--- config.mk ---
export PLATFORM = sky130hd
export DESIGN_NAME = gray2bin_seq
export DESIGN_NICKNAME = d
export VERILOG_FILES = /design/src/rtl/gray2bin_seq_pkg.sv /design/src/rtl/gray2bin_seq_slice.sv /design/src/rtl/gray2bin_seq.sv
export SDC_FILE = /design/constraint.sdc
export NUM_CORES = 1
export LEC_CHECK = 0
export ABC_CLOCK_PERIOD_IN_PS = 2400
export CAP_MARGIN = 20
export CORE_MARGIN = 2
export CORE_UTILIZATION = 43
export DETAILED_ROUTE_END_ITERATION = 10
export PLACE_DENSITY = 0.74
export SYNTH_ARGS = -nofsm -noshare
export SYNTH_HDL_FRONTEND = slang
export SYNTH_SLANG_ARGS = --single-unit
--- constraint.sdc ---
create_clock -name clk -period 2.4 [get_ports clk]
set_clock_uncertainty 0.05 [all_clocks]
set_input_delay 0.24 -clock clk [delete_from_list [all_inputs] [get_ports clk]]
set_output_delay 0.24 -clock clk [all_outputs]
set_load 0.03 [all_outputs]
--- src/rtl/gray2bin_seq_pkg.sv ---
// Shared types and a reference Gray decoder for the iterative Gray-to-binary block.
package gray2bin_seq_pkg;

  typedef enum logic [1:0] {
    StIdle = 2'd0,
    StBusy = 2'd1,
    StDone = 2'd2
  } state_e;

  localparam int unsigned RefWidth = 64;

  // Full-width prefix XOR; narrower words are decoded correctly when zero-extended.
  function automatic logic [RefWidth-1:0] gray2bin_ref(input logic [RefWidth-1:0] g);
    logic [RefWidth-1:0] b;
    b = '0;
    b[RefWidth-1] = g[RefWidth-1];
    for (int i = RefWidth - 2; i >= 0; i--) begin
      b[i] = b[i+1] ^ g[i];
    end
    return b;
  endfunction

endpackage

--- src/rtl/gray2bin_seq_slice.sv ---
// Combinational decode of one STEP-bit Gray slice, MSB first, with carry in/out.
module gray2bin_seq_slice
  import gray2bin_seq_pkg::*;
#(
  parameter int unsigned STEP = 4
) (
  input  logic [STEP-1:0] i_g_slice,
  input  logic            i_carry,
  output logic [STEP-1:0] o_b_slice,
  output logic            o_carry
);

  logic w_c;

  always_comb begin
    w_c       = i_carry;
    o_b_slice = '0;
    for (int k = STEP - 1; k >= 0; k--) begin
      w_c          = w_c ^ i_g_slice[k];
      o_b_slice[k] = w_c;
    end
    o_carry = w_c;
  end

endmodule

--- src/rtl/gray2bin_seq.sv ---
// Iterative Gray-to-binary decoder: STEP bits per cycle, MSB slice first, with
// valid/ready handshakes on both sides.
module gray2bin_seq
  import gray2bin_seq_pkg::*;
#(
  parameter int unsigned WIDTH = 32,
  parameter int unsigned STEP  = 4
) (
  input  logic             clk,
  input  logic             rst,
  input  logic             in_valid,
  output logic             in_ready,
  input  logic [WIDTH-1:0] gray_in,
  output logic             out_valid,
  input  logic             out_ready,
  output logic [WIDTH-1:0] bin_out,
  output logic             busy
);

  localparam int unsigned N    = WIDTH / STEP;
  localparam int unsigned IdxW = (N > 1) ? $clog2(N) : 1;

  if (WIDTH % STEP != 0) begin : g_bad_step
    $error("gray2bin_seq: WIDTH must be a multiple of STEP");
  end

  state_e             r_state;
  logic [WIDTH-1:0]   r_gray;
  logic [WIDTH-1:0]   r_work;
  logic [WIDTH-1:0]   r_bin;
  logic               r_carry;
  logic [IdxW-1:0]    r_idx;
  logic               r_out_valid;
  logic               r_busy;

  logic [STEP-1:0]    w_g_slice;
  logic [STEP-1:0]    w_b_slice;
  logic               w_carry;
  logic [WIDTH-1:0]   w_work_next;
  logic               w_accept;
  logic               w_last;

  assign in_ready  = (r_state == StIdle) & ~rst;
  assign w_accept  = in_valid & in_ready;
  assign w_last    = (r_idx == '0);
  assign out_valid = r_out_valid;
  assign busy      = r_busy;
  assign bin_out   = r_bin;

  always_comb begin
    w_g_slice = r_gray[r_idx*STEP +: STEP];
  end

  gray2bin_seq_slice #(
    .STEP (STEP)
  ) u_slice (
    .i_g_slice (w_g_slice),
    .i_carry   (r_carry),
    .o_b_slice (w_b_slice),
    .o_carry   (w_carry)
  );

  always_comb begin
    w_work_next                     = r_work;
    w_work_next[r_idx*STEP +: STEP] = w_b_slice;
  end

  // r_bin only updates on completion so bin_out keeps the last result in IDLE/BUSY.
  always_ff @(posedge clk) begin
    if (rst) begin
      r_state     <= StIdle;
      r_gray      <= '0;
      r_work      <= '0;
      r_bin       <= '0;
      r_carry     <= 1'b0;
      r_idx       <= '0;
      r_out_valid <= 1'b0;
      r_busy      <= 1'b0;
    end else begin
      unique case (r_state)
        StIdle: begin
          if (w_accept) begin
            r_gray  <= gray_in;
            r_work  <= '0;
            r_carry <= 1'b0;
            r_idx   <= IdxW'(N - 1);
            r_busy  <= 1'b1;
            r_state <= StBusy;
          end
        end
        StBusy: begin
          r_work  <= w_work_next;
          r_carry <= w_carry;
          if (w_last) begin
            r_bin       <= w_work_next;
            r_busy      <= 1'b0;
            r_out_valid <= 1'b1;
            r_state     <= StDone;
          end else begin
            r_idx <= r_idx - 1'b1;
          end
        end
        StDone: begin
          if (out_ready) begin
            r_out_valid <= 1'b0;
            r_state     <= StIdle;
          end
        end
        default: begin
          r_out_valid <= 1'b0;
          r_busy      <= 1'b0;
          r_state     <= StIdle;
        end
      endcase
    end
  end

endmodule
==> results.py <==
metrics = {
    "flow_run": {
        "maxCapViolCount": 0,
    },
    "floorplanning": {
        "num_io_pins": 71,
        "floorplan.core_area_um2": 9730,
        "row_count": 36,
        "die_h_um": 104,
        "dieArea_um2": 10800,
        "die_x_um": 104,
        "initial_core_util_pct": 44.1,
    },
    "yosys": {
        "avgSynthCellArea_um2": 8.37,
        "synth_edf_count": 0,
        "synth_xor_area_share_pct": 1.69,
        "synthAdderAreaFrac_pct": 1.46,
        "synth_nets": 554,
        "ys_warn_count": 0,
        "synth_top_family_by_area": "simple AND/OR/NAND/NOR gates",
        "synthSimpleGateAreaFrac_pct": 24.3,
        "yosys-mux-area-fraction_pct": 5.42,
        "seq_area_frac_synth_pct": 48.5,
        "synth_compound_area_share_pct": 14.0,
        "synth_flop_cell": "dfxtp_1",
        "netlist-cell-type-count": 42,
        "async_reset_ff_share_pct": 0,
        "synth_area_um2": 4290,
        "syn_inst": 513,
        "ys_ff_latch": 104,
    },
    "sta": {
        "setup_viol": 0,
        "final.setup.tns_ps": 0,
        "maxSlewViolCount": 0,
        "min_period_ps": 2290,
        "maxSlewHeadroom_pct": 32.1,
        "rsz0062_at_grt": "no",
        "hold_violations": 0,
        "worstMarginPinSlew_ps": 1010,
        "setup_ws_ps": 108,
        "fmax_ghz": 0.436,
        "finalCritPeriodShare_pct": 95.5,
    },
    "clock_network": {
        "h-tree-depth": 3,
        "cts_tree": "done",
        "clk_pin_slew_worst_paths_ps": 100,
        "clock_insertion_delay_worst_skew_ps": 370,
        "root_buffer": "clkbuf_8",
        "clk_path_buf_depth": 2,
        "cts_buffers": 9,
        "clock_sinks": 104,
        "post_cts_buffers": 0,
    },
    "grt": {
        "overflow": 0,
        "grt_pass1_wl_um": 17000,
        "grt_pass1_vias": 3625,
        "grt_antenna_before_repair": 0,
        "grt_start_max_net_pins": 42,
        "grt_usage_pct": 19.1,
    },
    "critical_path": {
        "r2r-start": "r_idx[0]",
        "cp_cell_sequence": "buf_12 > mux4_2 > nand2_1 > nand2_1 > xnor3_2 > xnor2_2 > buf_4 > o22ai_1",
        "start_kind": "flop",
        "worstSetupPathType": "reg2reg",
        "critPathLaunch": "r_idx[0]",
        "worstPathRequired_ps": 2590,
        "slowest_stage": "mux4_2",
        "cp_slowest_stage_delay_ps": 500,
        "reg2reg_to": "r_work[0]",
        "crit_fanout": 10,
        "crit_top_cell": "nand2_1",
        "critPathArrivalTime_ps": 2490,
        "path_depth": 8,
        "worstSetupEndpoint": "r_work[0]",
        "path_delay_family": "XOR/XNOR gates",
        "ff2ff_path_depth": 8,
        "r2r_setup_slack_ps": 110,
        "setup.worst_path.end_class": "flop",
        "worst-path-buf-inv": 2,
    },
    "finish": {
        "area_growth_pct": 27.4,
        "nNetsFinal": 628,
        "n_antenna_cell": 0,
        "layout-drive-gt1-share_pct": 10.8,
        "post-route-util_pct": 56.3,
    },
    "route": {
        "vias": 3825,
        "drc": 0,
        "drt_iter0_markers": 189,
        "postRouteAntennaNets": 0,
        "first_pass_iters": 4,
        "dr_wl_met3_um": 540,
        "routed_wl_um": 10200,
        "via_per_inst": 5.28,
        "wl_met2_um": 5030,
        "dr.max_layer_used": "met4",
        "wl_met1_um": 4510,
        "wl_per_cell_um": 14.1,
    },
    "placement": {
        "place_hpwl_um": 7310,
        "routabilityCongestion": 0.858,
        "place_ws_ps": 12.8,
        "io_buffers": 70,
    },
    "power_and_ir_drop": {
        "clkPwrFrac_pct": 31.2,
        "leakage_nw": 2.03,
        "p_switching_mw": 1.12,
        "swShare_pct": 29.2,
        "max-vdd-ir-drop_v": 0.000330,
        "combinationalPowerShare_pct": 21.0,
        "pwr-share-seq_pct": 47.8,
        "power_per_cell_area_nw_per_um2": 702,
        "p_int_mw": 2.72,
    },
    "run_status": {
        "status": "completed",
    },
    "hold_path": {
        "hp-class": "in2reg",
    },
}
power groups by stage:
stage,Clock [mW],Sequential (mW),Combinational [mW]
after detailed placement,0,1.88,0.784
after CTS,1.22,1.84,0.785
final,1.20,1.84,0.806
after global placement,0,1.87,0.771
after global routing,1.29,1.85,0.861
after floorplan,0,1.87,0.462
layout make-up:
type	instances	area, um2
clock buffer	10	128
multi-input combinational	362	2030
fill	907	4260
sequential	104	2090
tap	133	166
timing repair buffer	99	930
inverter	11	41.3
clock inverter	6	91.3
cells by family after synthesis:
| group | count (synthesis) |
|---|---|
| simple gates | 241 |
| compound gates | 97 |
| fa+ha+maj | 5 |
| flops | 104 |
| mux | 14 |
| buf+inv | 47 |
| xor+xnor | 5 |
cells in the final DEF, fill, tap and decap left out, types with 8 or more instances in the layout:
cell / count
o22ai_1: 8
buf_4: 27
clkdlybuf4s50_1: 69
nand3_1: 61
dfxtp_1: 102
nand2_1: 118
inv_1: 10
nor2_1: 36
a32oi_1: 12
clkbuf_8: 9
o21ai_0: 9
a21oi_1: 43
a31oi_1: 8
synth_stat cells, types with 2 or more instances:
library cell	count	area, um2
buf_4	2	15.0
nor3_1	5	25.0
mux2i_1	6	60.1
or3_1	3	18.8
o22ai_1	8	50.1
a211oi_1	4	30.0
nand3_1	61	305
a32oi_1	12	105
mux4_2	6	135
nand2_1	118	443
o211ai_1	6	45.0
o21ai_1	2	10.0
and2_1	2	12.5
a21oi_1	43	215
inv_1	10	37.5
nor2_1	38	143
nand4_1	3	18.8
buf_1	3	11.3
dfxtp_1	104	2080
a31oi_1	8	50.1
and4_1	2	17.5
buf_6	2	22.5
nand2b_1	3	18.8
clkbuf_1	29	109
ha_1	5	62.6
nor3b_1	3	22.5
o21ai_0	10	50.1
tightest hold or removal path: stages:
cell     delay [ps]
buf_2           130
buf_4           240
a21oi_1          50
repair_timing:
| item | CTS | global route |
|---|---|---|
| setup endpoints to repair | 1 | 33 |
| pin swaps | 0 | 2 |
| hold buffers | 0 | 0 |
| resized for setup | 1 | 8 |
how the worst min path moves through the flow:
stage / from / end / cells past startpoint
4_1_cts: rst / bin_out[16] / 3
5_1_grt: rst / r_work[3] / 3
3_5_place_dp: r_work[24] / r_work[24] / 2
3_3_place_gp: r_work[20] / r_work[20] / 2
6_report: rst / bin_out[16] / 3
2_1_floorplan: gray_in[0] / r_gray[0] / 2
routing by layer:
metal	GRT usage (%)	vias up
met3	3.70	13
li1	-	1930
met5	0	-
met2	32.4	115
met4	7.82	0
met1	23.7	1767
registers in the layout, summed over array words and instances, names as in the netlist:
signal     flops
out_valid      1
r_idx          3
r_gray        32
bin_out       32
r_state        2
r_carry        1
r_work        32
busy           1
per-stage QoR:
stage	hold WS (ps)	cells	cell area (um2)	power (mW)
global placement	389	709	5230	2.64
detailed placement	392	709	5230	2.66
global route	304	725	5470	4.00
finish	289	725	5470	3.84
CTS	274	725	5460	3.84
floorplan	289	513	4290	2.33
No activity file was read; power rests on OpenSTA's default activity.
